File: config.mk
export PLATFORM = sky130hd
export DESIGN_NAME = core_write_scheduler
export DESIGN_NICKNAME = d
export VERILOG_FILES = /design/src/rtl/core_pkg.sv /design/src/rtl/core_pixel_fifo.sv /design/src/rtl/core_write_scheduler.sv
export SDC_FILE = /design/constraint.sdc
export NUM_CORES = 1
export LEC_CHECK = 0
export CAP_MARGIN = 0
export CORE_AREA = 10 10 151 153
export DETAILED_ROUTE_END_ITERATION = 12
export DIE_AREA = 0 0 161 163
export PLACE_DENSITY = 0.7
export SLEW_MARGIN = 5
export SYNTH_ARGS = -nofsm -noshare
export SYNTH_HDL_FRONTEND = slang
export SYNTH_SLANG_ARGS = --single-unit
File: constraint.sdc
create_clock -name clk -period 3.08 [get_ports clk]
set_input_delay 0.616 -clock clk [delete_from_list [all_inputs] [get_ports clk]]
set_output_delay 0.616 -clock clk [all_outputs]
set_load 0.02 [all_outputs]
File: src/rtl/core_pkg.sv
// Shared types and constants for the shape write scheduler.
package core_pkg;

  localparam int ADDR_W    = 19;
  localparam int COLOR_W   = 16;
  localparam int FB_PIXELS = 307200;

  localparam logic [3:0] SHAPE_LINE = 4'd1;
  localparam logic [3:0] SHAPE_ARC  = 4'd2;

  typedef enum logic [1:0] {
    IDLE,
    DRAW,
    DRAIN,
    DONE
  } sched_state_t;

endpackage

File: src/rtl/core_pixel_fifo.sv
// Synchronous pixel-address FIFO: wrapping pointers, explicit occupancy count.
module core_pixel_fifo #(
  parameter int DEPTH = 8,
  parameter int WIDTH = 19
) (
  input  logic                     clk,
  input  logic                     n_rst,
  input  logic                     push,
  input  logic                     pop,
  input  logic [WIDTH-1:0]         data,
  output logic [WIDTH-1:0]         head,
  output logic [$clog2(DEPTH):0]   count,
  output logic                     empty,
  output logic                     full
);

  localparam int PTR_W = $clog2(DEPTH);
  localparam int CNT_W = PTR_W + 1;

  logic [WIDTH-1:0] mem [DEPTH];
  logic [PTR_W-1:0] wr_ptr;
  logic [PTR_W-1:0] rd_ptr;
  logic             do_push;
  logic             do_pop;

  assign do_push = push && !full;
  assign do_pop  = pop && !empty;

  always_ff @(posedge clk or negedge n_rst) begin
    if (!n_rst) begin
      wr_ptr <= '0;
      rd_ptr <= '0;
      count  <= '0;
    end else begin
      if (do_push) wr_ptr <= wr_ptr + PTR_W'(1);
      if (do_pop)  rd_ptr <= rd_ptr + PTR_W'(1);
      case ({do_push, do_pop})
        2'b10:   count <= count + CNT_W'(1);
        2'b01:   count <= count - CNT_W'(1);
        default: count <= count;
      endcase
    end
  end

  // Storage needs no reset: it is only observed while count is non-zero.
  always_ff @(posedge clk) begin
    if (do_push) mem[wr_ptr] <= data;
  end

  assign head  = mem[rd_ptr];
  assign empty = (count == '0);
  assign full  = count[PTR_W];

endmodule

File: src/rtl/core_write_scheduler.sv
// Sequences one shape: decode, throttle the rasterizer, buffer and write pixels.
// Optional pixel counter is built only when CORE_SCHED_PIXCOUNT_EN is defined.
module core_write_scheduler #(
  parameter int DEPTH     = 8,
  parameter int ADDR_W    = core_pkg::ADDR_W,
  parameter int COLOR_W   = core_pkg::COLOR_W,
  parameter int FB_PIXELS = core_pkg::FB_PIXELS
) (
  input  logic               clk,
  input  logic               n_rst,
  input  logic               new_shape,
  input  logic [3:0]         shape_id,
  input  logic [COLOR_W-1:0] shape_color,
  input  logic               line_valid,
  input  logic [ADDR_W-1:0]  line_address,
  input  logic               line_done,
  input  logic               arc_valid,
  input  logic [ADDR_W-1:0]  arc_address,
  input  logic               arc_done,
  output logic               prim_sel,
  output logic               gen_enable,
  output logic               write,
  output logic [ADDR_W-1:0]  address,
  output logic [COLOR_W-1:0] writedata,
  input  logic               waitrequest,
  output logic               busy,
  output logic               shape_done,
  output logic               shape_err,
  output logic [ADDR_W-1:0]  pixel_count
);

  import core_pkg::*;

  localparam int CNT_W = $clog2(DEPTH) + 1;
  localparam logic [CNT_W-1:0]  GEN_LIMIT = CNT_W'(DEPTH - 2);
  localparam logic [ADDR_W-1:0] CLIP_ADDR = ADDR_W'(FB_PIXELS);

  sched_state_t      state;
  logic [CNT_W-1:0]  count;
  logic              empty;
  logic              full;
  logic [ADDR_W-1:0] head;
  logic              sel_valid;
  logic              sel_done;
  logic [ADDR_W-1:0] sel_address;
  logic              legal_id;
  logic              start_shape;
  logic              push;
  logic              pop;

  always_comb begin
    sel_valid   = line_valid;
    sel_done    = line_done;
    sel_address = line_address;
    if (prim_sel) begin
      sel_valid   = arc_valid;
      sel_done    = arc_done;
      sel_address = arc_address;
    end
  end

  assign legal_id    = (shape_id == SHAPE_LINE) || (shape_id == SHAPE_ARC);
  assign start_shape = (state == IDLE) && new_shape && legal_id;

  // Clipped pixels are consumed from the rasterizer but never enter the FIFO.
  assign push = (state == DRAW) && gen_enable && sel_valid &&
                (sel_address < CLIP_ADDR) && !full;

  // Frame-buffer handshake: write is held with a stable address while
  // waitrequest is high; a beat transfers on a cycle with write && !waitrequest.
  assign write   = !empty;
  assign pop     = write && !waitrequest;
  assign address = write ? head : '0;
  assign busy    = (state != IDLE);

  core_pixel_fifo #(
    .DEPTH (DEPTH),
    .WIDTH (ADDR_W)
  ) u_fifo (
    .clk   (clk),
    .n_rst (n_rst),
    .push  (push),
    .pop   (pop),
    .data  (sel_address),
    .head  (head),
    .count (count),
    .empty (empty),
    .full  (full)
  );

  always_ff @(posedge clk or negedge n_rst) begin
    if (!n_rst) begin
      state      <= IDLE;
      prim_sel   <= 1'b0;
      gen_enable <= 1'b0;
      writedata  <= '0;
      shape_done <= 1'b0;
      shape_err  <= 1'b0;
    end else begin
      shape_done <= 1'b0;
      shape_err  <= 1'b0;
      case (state)
        IDLE: begin
          if (new_shape) begin
            writedata <= shape_color;
            if (legal_id) begin
              prim_sel   <= (shape_id == SHAPE_ARC);
              gen_enable <= 1'b1;
              state      <= DRAW;
            end else begin
              shape_err <= 1'b1;
            end
          end
        end
        DRAW: begin
          // One cycle of slack: a push granted now cannot land in a full FIFO.
          if (sel_done) begin
            gen_enable <= 1'b0;
            state      <= DRAIN;
          end else begin
            gen_enable <= (count <= GEN_LIMIT);
          end
        end
        DRAIN: begin
          if (empty) begin
            shape_done <= 1'b1;
            state      <= DONE;
          end
        end
        DONE: begin
          state <= IDLE;
        end
        default: begin
          state <= IDLE;
        end
      endcase
    end
  end

`ifdef CORE_SCHED_PIXCOUNT_EN
  always_ff @(posedge clk or negedge n_rst) begin
    if (!n_rst) begin
      pixel_count <= '0;
    end else if (start_shape) begin
      pixel_count <= '0;
    end else if (pop) begin
      pixel_count <= pixel_count + ADDR_W'(1);
    end
  end
`else
  assign pixel_count = '0;
`endif

endmodule

==> qor.csv, run 1 <==
metric,value,unit
status,"complete, no violations",
hpwl dp,11.79,mm
DR iter-0 viols,370,
Std-Cell Core Area,19910,um2
Layout Skew,7.091,ps
cts-stage hold buffer count,0,
ys async rst share,17.39,%
cts bufs inserted,17,
clock buffer depth,2,
"Hold Vio Cnt, Final",0,
Fillers,1654,
nature of the critical path endpoint,primary output,
initial core utilization,39.08,%
CTS root buffer,clkbuf_16,
Post-synth top flop,edfxtp_1,
depth of the CTS H-tree,4,
DR vias,4144,
vias per inst,4.922,
unrepaired setup endpoints after global routing,false,
Max Clock Freq,0.3495,GHz
Horiz. Die Dim,161,um
"top cells by area, synth","edfxtp_1 (59%), mux4_2 (11%), dfrtp_1 (10%)",
Vert. Die Dim,163,um
Worst-Skew Late Latency,420,ps
Setup crit start kind,flop,
"leading cell types in the layout, fill and taps excluded","edfxtp_1 (152), clkdlybuf4s50_1 (87), mux2_2 (38), mux4_2 (38), buf_4 (32)",
number of remaining DRC errors,0,
Post-Syn Instances,415,
Slew @ Worst Pin,732.4,ps
initial antenna violation count,0,
total gr overflow,0,
"most common cell after layout, fill and taps aside",edfxtp_1,
power density cells,831.8,nW/um2
GRT Total Usage,13.10,%
CP Class,reg2out,
Hold Crit Class,reg2reg,
Synth Register Bits,184,
setup violators final,0,
layout cell share with drive strength beyond 1,25.70,%
Syn Std Cell Area,7780,um2
largest net degree at the start of global routing,33,
Die Area,26240,um2
first-pass GRT wire length,26.54,mm
diode count,0,
CTS tree,yes,
Rows,52,
max-slew violations,0,
Rel. slew slack,51.06,%
Synth area leader,edfxtp_1,
VDD IR max,448.7,uV
Final Net Count,634,
maxcap violations,0,
number of synthesized flops with an enable pin,152,
CTS sink count,184,
Final Cycle Share,92.91,%
Yosys warnings,0,
clk slew on worst S/H paths,60,ps
critical path peak fanout,11,
area grow syn2layout,27.57,%
Routed Antenna Nets,0,
CP required,2460,ps
distinct cell type count after synthesis,42,
Ports,126,
drt wl/cell,20.17,um
Final min period,2862,ps
Mapped Avg Cell Area,18.75,um2
drt first pass iters,4,
hold slack,504.7,ps
CP arrival,2250,ps
Synth top area share,58.67,%
LEAKAGE,3.700,nW
# port buffers,106,
WL final,16.98,mm
final core utilization,49.85,%
sequential fraction of the synthesis area,68.96,%
routability congestion estimate,0.7534,
vias in the first global route,4670,
==> worst max-delay path: stages (launching register included) <==
cell and delay, ps:
dfrtp_2 490, clkbuf_16 240, mux4_2 510, mux2i_1 200
nor2_1 60, dlygate4sd2_1 320
==> cells in the mapped netlist, types with 2 or more instances <==
master,instances
o21ai_0,3
buf_1,2
clkbuf_1,4
and4b_1,3
nor3_1,4
dfrtp_1,32
mux4_2,38
edfxtp_1,152
buf_6,2
a32oi_1,2
buf_4,21
nand3b_1,2
nand3_1,2
mux2_2,38
inv_1,10
ha_1,9
nor2_1,25
buf_2,7
nand2_1,6
xor2_1,7
mux2i_1,22
xnor2_1,3
a21oi_1,2
==> flip-flops by register name, indices dropped and copies added, names as in the netlist <==
name	cells
u_fifo.mem	152
writedata	16
u_fifo.count	4
u_fifo.rd_ptr	3
u_fifo.wr_ptr	3
state	2
gen_enable	1
prim_sel	1
shape_done	1
shape_err	1
==> cell families (layout without fill, tap and decap cells) <==
family          Yosys count  in the layout  synth area share (%)
other cells               1             19               0.04820
simple gates             53             53                 3.892
xor+xnor                 10             10                 1.126
flops                   184            184                 68.96
compound gates           14             14                 1.657
buf+inv                  46            185                 3.538
fa+ha+maj                 9              9                 1.447
mux                      98             98                 19.33
==> where the power goes <==
part           leakage (nW)  internal (mW)  switching (mW)  total (mW)
Sequential             1.75           2.94           0.221        3.16
Clock                 0.240           1.02           0.874        1.89
Combinational          1.71           1.65            1.55        3.20
==> final timing paths <==
| check | start | to | slack, ps | depth (start not counted) |
|---|---|---|---|---|
| setup / recovery | u_fifo.rd_ptr[0] | address[15] | 220 | 5 |
| hold / removal | writedata[12] | writedata[12] | 500 | 1 |
| setup reg to reg | prim_sel | u_fifo.count[2] | 410 | 12 |
| hold reg to reg | writedata[12] | writedata[12] | 500 | 1 |
| max in group asynchronous | n_rst | prim_sel | 2170 | 2 |
| min in group asynchronous | n_rst | shape_done | 590 | 2 |
==> layout make-up <==
type / count / area, um2 / area share, %
inverter: 10 / 37.54 / 0.3782
tap: 270 / 337.8 / 3.404
sequential: 184 / 5368 / 54.08
multi-input combinational: 203 / 2216 / 22.33
clock buffer: 19 / 432.9 / 4.362
timing repair buffer: 143 / 1451 / 14.62
clock inverter: 13 / 81.33 / 0.8195
==> what timing repair did <==
item / in CTS / in global routing
gates resized for setup: 2 / 18
gates cloned: 0 / 2
buffers inserted: 0 / 0
pin swaps: 0 / 0
setup endpoints to repair: 2 / 6
==> per-stage QoR <==
stage	cell area (um2)	setup slack (ps)	TNS (ps)	instances	power [mW]
6_report	9925	218.5	0	842	8.255
5_1_grt	9925	86.99	0	842	8.707
4_1_cts	9831	21.18	0	840	8.333
3_5_place_dp	9319	-44.84	-44.84	808	6.442
3_3_place_gp	9319	82.87	0	808	6.365
2_1_floorplan	7848	480.8	0	433	5.142
==> routing by layer <==
metal  GRT usage, %  part of all wire, %  vias up
li1               -                    -     1884
met1          15.00                   40     2091
met2          22.24                   51      158
met3          5.258                  8.1       11
met4          3.846                  1.1        0
met5              0                    0        -
Power figures use the tool's default switching activity.
==> run 2, diff against run 1 <==
--- a/config.mk
+++ b/config.mk
@@ -9,8 +9,7 @@
 export CORE_AREA = 10 10 151 153
 export DETAILED_ROUTE_END_ITERATION = 12
 export DIE_AREA = 0 0 161 163
-export PLACE_DENSITY = 0.7
-export SLEW_MARGIN = 5
+export SLEW_MARGIN = 10
 export SYNTH_ARGS = -nofsm -noshare
 export SYNTH_HDL_FRONTEND = slang
 export SYNTH_SLANG_ARGS = --single-unit
==> qor.csv, run 2 (same netlist as run 1, synthesis figures left out) <==
metric,value,unit,change
diode count,0,,unchanged
worst r2r path cells,12,,unchanged
CP Class,reg2out,,
"leading cell types in the layout, fill and taps excluded","edfxtp_1 (152), clkdlybuf4s50_1 (102), mux2_2 (38), mux4_2 (38), dfrtp_1 (30)",,
setup tns final,0,ps,unchanged
Std-Cell Core Area,19910,um2,unchanged
Ports,126,,unchanged
WL final,16.52,mm,-2.7%
Finished Cell Area,9884,um2,-0.40%
drt wl/cell,19.74,um,-2.1%
status,"complete, no violations",,
depth of the CTS H-tree,4,,unchanged
Rel. slew slack,48.83,%,-2.2 points
drt first pass iters,4,,unchanged
layout cell share with drive strength beyond 1,25.75,%,+0.050 points
routability congestion estimate,0.7289,,-3.3%
Worst Hold Depth,1,,unchanged
GRT Total Usage,12.97,%,-0.14 points
critical path peak fanout,13,,+2
Worst-Skew Late Latency,420,ps,about the same
FF-to-FF setup slack,290,ps,-120 ps
CTS root buffer,clkbuf_16,,
Final Cycle Share,96.38,%,+3.5 points
total gr overflow,0,,unchanged
cts bufs inserted,17,,unchanged
setup violators final,0,,unchanged
Vert. Die Dim,163,um,unchanged
initial core utilization,39.08,%,unchanged
Routed Antenna Nets,0,,unchanged
Final min period,2969,ps,+107.1 ps
Max Clock Freq,0.3369,GHz,-3.6%
CP arrival,2350,ps,+100 ps
"Hold Vio Cnt, Final",0,,unchanged
hpwl dp,11.44,mm,-3.0%
"Critical Path, Cell by Cell",buf_12 -> mux4_2 -> mux2i_1 -> nor2_1 -> clkdlybuf4s50_1,,
nature of the critical path endpoint,primary output,,
clock buffer depth,2,,unchanged
Layout Skew,9.235,ps,+2.144 ps
max-slew violations,0,,unchanged
area grow syn2layout,27.05,%,
LEAKAGE,3.549,nW,-4.1%
Rows,52,,unchanged
unrepaired setup endpoints after global routing,false,,
CP required,2460,ps,about the same
Die Area,26240,um2,unchanged
Storage cell area,5368,um2,unchanged
Setup crit start kind,flop,,
power density cells,846.7,nW/um2,+1.8%
VDD IR max,431.8,uV,-3.8%
vias in the first global route,4567,,-2.2%
Fillers,1696,,+2.5%
initial antenna violation count,0,,unchanged
placed inst area,9321,um2,about the same
Slew @ Worst Pin,765.7,ps,+33.32 ps
first-pass GRT wire length,26.23,mm,-1.2%
largest net degree at the start of global routing,33,,unchanged
DR vias,4074,,-1.7%
# port buffers,106,,unchanged
Worst path slowest cell,clkdlybuf4s50_1,,
DP Worst Slack,5.151,ps,+49.99 ps
Hold Crit Class,reg2reg,,
Horiz. Die Dim,161,um,unchanged
DR iter-0 viols,200,,-46%
maxcap violations,0,,unchanged
max reg flops,152,,unchanged
Largest regs,"u_fifo.mem (152), writedata (16), u_fifo.count (4)",,
CTS tree,yes,,
CTS sink count,184,,unchanged
Design Power,8.369,mW,+1.4%
vias per inst,4.867,,-1.1%
clk slew on worst S/H paths,70,ps,about the same
"most common cell after layout, fill and taps aside",edfxtp_1,,
"slowest stage delay, CP",550,ps,+40 ps
Top reg by flops,u_fifo.mem,,
number of remaining DRC errors,0,,unchanged
Final Net Count,629,,-0.79%
area of the multi-input gates,2216,um2,unchanged
min setup slack post-route,111.4,ps,-107.1 ps
-- run 2: cell count changes in the layout (fill, tap and decap cells not counted), moves of 2 or more --
cell	previous run	this run
clkinv_4	1	4
clkbuf_16	19	17
buf_12	3	5
dlymetal6s2s_1	17	3
clkinv_1	4	1
buf_4	32	27
clkdlybuf4s50_1	87	102
-- run 2: what timing repair did --
action / CTS / global route
hold buffers: 0 / 0
endpoints found under the setup margin: 4 / 3
gates resized for setup: 2 / 3
endpoints found under the hold margin: 0 / 0
buffers inserted: 0 / 0
-- run 2: worst max-delay path: cells and delay by family, from the launching register on --
kind	cells	cell delay [ps]
AND/OR/NAND/NOR	1	70
multiplexers	2	710
buffers and inverters	2	730
flip-flops	1	420
-- run 2: stage by stage --
stage / utilization (%) / hold WS (ps) / std cells
global route: 49.65 / 525.1 / 837
finish: 49.65 / 506.5 / 837
floorplan: - / 320.4 / 433
detailed placement: 46.82 / 494.5 / 805
CTS: 49.61 / 508.7 / 837
global placement: 46.82 / 488.3 / 805
-- run 2: final timing paths --
check,startpoint,end
max in group asynchronous,n_rst,u_fifo.rd_ptr[1]
max,u_fifo.rd_ptr[0],address[18]
min in group asynchronous,n_rst,shape_done
min,writedata[11],writedata[11]
max reg2reg,prim_sel,u_fifo.count[2]
min reg2reg,writedata[11],writedata[11]
-- run 2: final cells by class --
type / count / share of cell area, %
clock buffer: 18 / 4.342
sequential: 184 / 54.30
inverter: 10 / 0.3797
timing repair buffer: 138 / 13.86
multi-input combinational: 203 / 22.42
clock inverter: 14 / 1.278
tap: 270 / 3.418
-- run 2: power breakdown --
group	switching (mW)	internal, mW	total, mW
Clock	0.901	1.12	2.02
Combinational	1.50	1.66	3.16
Sequential	0.249	2.94	3.19
-- run 2: layer usage --
layer	vias up	wire [um]	share of wire [%]	GRT usage [%]
met3	10	1294	7.8	5.283
li1	1876	-	-	-
met2	121	8441	51	22.07
met4	0	150	0.91	3.226
met1	2067	6636	40	14.96
met5	-	0	0	0
